[config.mk]
export PLATFORM = sky130hd
export DESIGN_NAME = cnt_event_monitor
export DESIGN_NICKNAME = d
export VERILOG_FILES = /design/src/rtl/cnt_mon_pkg.sv /design/src/rtl/cnt_evt_fifo.sv /design/src/rtl/cnt_event_monitor.sv
export SDC_FILE = /design/constraint.sdc
export NUM_CORES = 1
export LEC_CHECK = 0
export BUFFER_PORTS_ARGS = -buffer_cell sky130_fd_sc_hd__buf_2
export CAP_MARGIN = 10
export CORE_MARGIN = 8
export CORE_UTILIZATION = 55
export CTS_BUF_LIST = sky130_fd_sc_hd__clkbuf_4
export DETAILED_ROUTE_END_ITERATION = 6
export PLACE_DENSITY_LB_ADDON = 0.05
export SYNTH_ARGS = -nofsm -noshare
export SYNTH_HDL_FRONTEND = slang
export SYNTH_HIERARCHICAL = 1
export SYNTH_SLANG_ARGS = --single-unit
[constraint.sdc]
create_clock -name clk -period 4.1 [get_ports clk]
set_input_delay 0.41 -clock clk [delete_from_list [all_inputs] [get_ports clk]]
set_output_delay 0.41 -clock clk [all_outputs]
set_load 0.1 [all_outputs]
[src/rtl/cnt_mon_pkg.sv]
// Shared types and constants for the counter event monitor.
package cnt_mon_pkg;

   localparam int CNT_W = 4;
   localparam int EVT_W = 2 + CNT_W;

   typedef enum logic [1:0] {
      EVT_NONE = 2'b00,
      EVT_WRAP = 2'b01,
      EVT_SKIP = 2'b10,
      EVT_LOAD = 2'b11
   } evt_type_t;

   typedef enum logic [1:0] {
      S_IDLE,
      S_LOAD,
      S_TRACK
   } state_t;

   // Expected successor of a counter value; wraps naturally in CNT_W bits.
   function automatic logic [CNT_W-1:0] cnt_next(input logic [CNT_W-1:0] v);
      return v + 1'b1;
   endfunction

endpackage

[src/rtl/cnt_evt_fifo.sv]
// Small synchronous event FIFO; pointers carry an extra wrap bit so that
// full and empty can be told apart without a separate occupancy counter.
module cnt_evt_fifo #(
   parameter int DEPTH = 4,
   parameter int W     = 6
) (
   input  logic         clk,
   input  logic         rst,
   input  logic         push,
   input  logic [W-1:0] din,
   input  logic         pop,
   output logic [W-1:0] dout,
   output logic         full,
   output logic         empty
);

   localparam int AW = $clog2(DEPTH);

   logic [AW:0]  wr_ptr;
   logic [AW:0]  rd_ptr;
   logic [W-1:0] mem [DEPTH];
   logic         push_ok;
   logic         pop_ok;

   assign empty   = (wr_ptr == rd_ptr);
   assign full    = (wr_ptr[AW] != rd_ptr[AW]) && (wr_ptr[AW-1:0] == rd_ptr[AW-1:0]);
   assign pop_ok  = pop && !empty;
   // A full FIFO still takes a push when the head leaves in the same cycle.
   assign push_ok = push && (!full || pop_ok);

   // Head is forced to zero while empty so idle outputs read as a null event.
   assign dout = empty ? '0 : mem[rd_ptr[AW-1:0]];

   // Pointer update.
   always_ff @(posedge clk) begin
      if (rst) begin
         wr_ptr <= '0;
         rd_ptr <= '0;
      end else begin
         if (push_ok) wr_ptr <= wr_ptr + 1'b1;
         if (pop_ok)  rd_ptr <= rd_ptr + 1'b1;
      end
   end

   // Storage write; contents need no reset since the pointers gate visibility.
   always_ff @(posedge clk) begin
      if (!rst && push_ok) mem[wr_ptr[AW-1:0]] <= din;
   end

endmodule

[src/rtl/cnt_event_monitor.sv]
// Observer for the 4-bit free-running counter: classifies each sample as
// WRAP, SKIP or completed LOAD and queues the events for a consumer.
//
//   state   | meaning
//   --------+----------------------------------------------
//   S_IDLE  | no valid previous sample yet
//   S_LOAD  | counter preset load in progress
//   S_TRACK | checking each sample against prev + 1
module cnt_event_monitor
   import cnt_mon_pkg::*;
#(
   parameter int DEPTH  = 4,
   parameter int WRAP_W = 8
) (
   input  logic              clk,
   input  logic              rst,
   input  logic [CNT_W-1:0]  cnt_in,
   input  logic              cnt_load,
   output logic              evt_valid,
   input  logic              evt_ready,
   output logic [1:0]        evt_type,
   output logic [CNT_W-1:0]  evt_value,
   output logic [WRAP_W-1:0] wrap_count,
   output logic              skip_err,
   output logic              ovf_err
);

   state_t           state;
   state_t           state_nxt;
   logic [CNT_W-1:0] prev;
   logic [CNT_W-1:0] prev_nxt;
   logic             evt_push;
   evt_type_t        evt_kind;
   logic [CNT_W-1:0] evt_val;
   logic [EVT_W-1:0] fifo_dout;
   logic             fifo_full;
   logic             fifo_empty;
   logic             evt_pop;
   logic             drop;

   assign evt_valid = !fifo_empty;
   assign evt_pop   = evt_valid && evt_ready;
   assign evt_type  = fifo_dout[EVT_W-1 -: 2];
   assign evt_value = fifo_dout[CNT_W-1:0];
   assign drop      = evt_push && fifo_full && !evt_pop;

   // State and last-sample registers.
   always_ff @(posedge clk) begin
      if (rst) begin
         state <= S_IDLE;
         prev  <= '0;
      end else begin
         state <= state_nxt;
         prev  <= prev_nxt;
      end
   end

   // Classifier: next state, prev capture and at most one event per cycle.
   always_comb begin
      state_nxt = state;
      prev_nxt  = prev;
      evt_push  = 1'b0;
      evt_kind  = EVT_NONE;
      evt_val   = '0;
      case (state)
         S_IDLE: begin
            if (cnt_load) begin
               state_nxt = S_LOAD;
            end else begin
               prev_nxt  = cnt_in;
               state_nxt = S_TRACK;
            end
         end
         S_LOAD: begin
            if (!cnt_load) begin
               evt_push  = 1'b1;
               evt_kind  = EVT_LOAD;
               evt_val   = cnt_in;
               prev_nxt  = cnt_in;
               state_nxt = S_TRACK;
            end
         end
         S_TRACK: begin
            prev_nxt = cnt_in;
            if (cnt_load) begin
               state_nxt = S_LOAD;
            end else if (cnt_in == cnt_next(prev)) begin
               if (prev == '1) begin
                  evt_push = 1'b1;
                  evt_kind = EVT_WRAP;
                  evt_val  = '0;
               end
            end else begin
               evt_push = 1'b1;
               evt_kind = EVT_SKIP;
               evt_val  = cnt_in;
            end
         end
         default: state_nxt = S_IDLE;
      endcase
   end

   // Health summary; a wrap is counted even when its event is dropped.
   always_ff @(posedge clk) begin
      if (rst) begin
         wrap_count <= '0;
         skip_err   <= 1'b0;
         ovf_err    <= 1'b0;
      end else begin
         if (evt_push && evt_kind == EVT_WRAP && wrap_count != '1)
            wrap_count <= wrap_count + 1'b1;
         if (evt_push && evt_kind == EVT_SKIP) skip_err <= 1'b1;
         if (drop) ovf_err <= 1'b1;
      end
   end

   cnt_evt_fifo #(
      .DEPTH (DEPTH),
      .W     (EVT_W)
   ) u_fifo (
      .clk   (clk),
      .rst   (rst),
      .push  (evt_push),
      .din   ({evt_kind, evt_val}),
      .pop   (evt_pop),
      .dout  (fifo_dout),
      .full  (fifo_full),
      .empty (fifo_empty)
   );

endmodule

==> metrics.yaml <==
outcome:
  status: "finished, final reports clean"
final_layout:
  final_util_pct: 61.33
  stdcell_count: 291
  fillers: 360
  drive_above_1_share_pct: 23.43
  antenna_cells: 0
  final_cell_area_um2: 2634
  final_nets: 256
  syn2layout_area_growth_pct: 8.505
  ff_latch_area_um2: 1201
  multi_input_area_um2: 1124
placement:
  gp_congestion: 0.7452
  hpwl_um: 3546
  io_buffer_count: 24
  dpl-instance-area_um2: 2577
  place_ws_ns: 1.307
  post-place-cells: 283
clock_tree:
  cts_buffers: 5
  clk_latency_ns: 0.36
  htreeDepth: 2
  root_buffer: "clkbuf_4"
  clk_pin_slew_ns: 0.13
  holdBufCountCts: 0
  cts_sinks: 48
  clock_path_buffers: 2
  postCtsSetupBuffers: 0
  cts_tree: "done"
  cts_resized: 0
yosys:
  yosysTopAreaCell: "edfxtp_1"
  avgSynthCellArea_um2: 11.45
  netlist_instances: 212
  synth_common_cells: "dfxtp_1, edfxtp_1, nor2_1"
  synth-edff-count: 24
  netlist.area_leader.share_pct: 29.69
  synth_area_um2: 2427
  syn-num-nets: 230
  ys.flop_type: "edfxtp_1"
  async_reset_ff_share_pct: 0
  synth-seq-area-share_pct: 49.48
  ys_top_cells_by_area: "edfxtp_1, dfxtp_1, mux4_2"
  yosys_warnings: 6
  yosys_register_bits: 48
  synth_cell_types: 42
sta:
  worst_pin_slew_ns: 1.041
  period_minus_slack_ns: 2.797
  max-slew-margin-rel_pct: 30.09
  layout_setup_ws_ns: 1.303
  timing.fmax_ghz: 0.3575
  clock_skew_ns: 0.01511
  hold_viol: 0
  whs_ns: 0.3196
  fin_crit_sh_pct: 68.22
  fin_tns_setup_ns: 0
  rsz0062_at_grt: "no"
  drv_slew: 0
  setup_violations: 0
power:
  vdd.ir_drop.worst_mv: 0.2411
  power_density_nw_per_um2: 457.1
  totalPowerFinal_mw: 1.204
  p_leak_nw: 1.006
critical_path:
  required_ns: 4.09
  cp-end-kind: "register"
  path_class: "register to register"
  cp.arrival_ns: 2.79
  cp.buffers_inverters: 1
  critPathLaunchType: "register"
  crit_path_max_incr_delay_ns: 0.80
  crit_chain: "xnor2_2, and3_1, nor2b_1, inv_1, a41o_2, nor3_1"
  critPathMaxFanout: 9
  critPathTopFamily: "simple AND/OR/NAND/NOR gates"
  cp_slowest_cell: "nor3_1"
floorplanning:
  core_um2: 4294
  dieArea_um2: 6795
  die_y_um: 82.43
  die_w_um: 82.43
  start_util_pct: 56.53
  ioPinCount: 25
  rows: 24
route:
  routed_wl_um: 4545
  dr.pass1.iters: 4
  drc: 0
  routedWlPerCell_um: 15.62
  drtIter0Drc: 157
  postRouteAntennaNets: 0
  viasPerCell: 5.591
  vias: 1627
grt:
  grt_pass1_vias: 1701
  grt_pass1_wl_um: 7872
  grt_overflow: 0
  antenna_found_initial: 0
  grt_max_degree: 28
  top_usage_layer: "met2"
  grt_usage_pct: 15.01
  use_met1_pct: 17.04
  grt_use_met2_pct: 26.70
  grtUsageMet3_pct: 4.329
job:
  max-cap-violations: 0
hold_path:
  hold_path_class: "input pin to register"
-- path summary, 6_finish.rpt --
check / start / to / slack [ns] / cells after the start
hold reg to reg: ovf_err$_SDFFE_PP0P_ / ovf_err$_SDFFE_PP0P_ / 0.49 / 2
hold / removal: cnt_in[3] / prev[3]$_SDFFE_PP0P_ / 0.32 / 3
setup / recovery: u_fifo/wr_ptr[0]$_SDFFE_PP0P_ / u_fifo/mem[0][2]$_DFFE_PP_ / 1.30 / 6
setup reg to reg: u_fifo/wr_ptr[0]$_SDFFE_PP0P_ / u_fifo/mem[0][2]$_DFFE_PP_ / 1.30 / 6
-- report_power, final --
group / switching, mW / internal (mW) / leakage, nW
sequential: 0.0292 / 0.538 / 0.421
clock: 0.139 / 0.0721 / 0.0293
combinational: 0.300 / 0.125 / 0.556
-- tightest hold or removal path: cells and delay by family --
family,cells,cell delay (ns)
multiplexers,1,0.07
buffers and inverters,1,0.11
AND/OR/NAND/NOR,1,0.07
-- cell usage in the layout (no fill, tap or decap), types with 5 or more instances in the layout --
cell,count
mux4_2,6
and2_1,5
nor2_1,22
a21oi_1,10
ha_1,10
edfxtp_1,24
nand3_1,6
nor2b_1,6
o21ai_0,6
and2b_2,5
xnor2_1,5
mux2i_1,8
dfxtp_1,24
nand2_1,10
buf_2,24
inv_1,18
clkbuf_4,6
-- logic make-up (layout without fill, tap and decap cells) --
kind of cell	Yosys count	after routing	synth area share [%]
fa+ha+maj	10	10	5.155
mux	18	18	10.72
buf+inv	23	50	4.226
flops	48	48	49.48
compound gates	27	27	7.165
xor+xnor	12	12	5.258
simple gates	74	74	17.99
-- area by class of cell --
| class | instances | share of cell area, % |
|---|---|---|
| timing repair buffer | 24 | 4.561 |
| clock inverter | 2 | 0.4276 |
| sequential | 48 | 45.61 |
| clock buffer | 6 | 1.710 |
| inverter | 18 | 2.565 |
| multi-input combinational | 141 | 42.66 |
| tap | 52 | 2.470 |
-- layer usage --
| metal | routed length (um) | vias to the layer above |
|---|---|---|
| met1 | 1931 | 770 |
| li1 | - | 819 |
| met5 | 0 | - |
| met3 | 197 | 6 |
| met4 | 45 | 0 |
| met2 | 2370 | 32 |
-- state kept, by name (all words and copies together) (netlist names), named ones only --
name and flops:
u_fifo/mem 24, u_fifo/rd_ptr 3, u_fifo/wr_ptr 3, wrap_count 8, ovf_err 1, prev 4, skip_err 1, state 2
(Power assumes the default switching activity.)
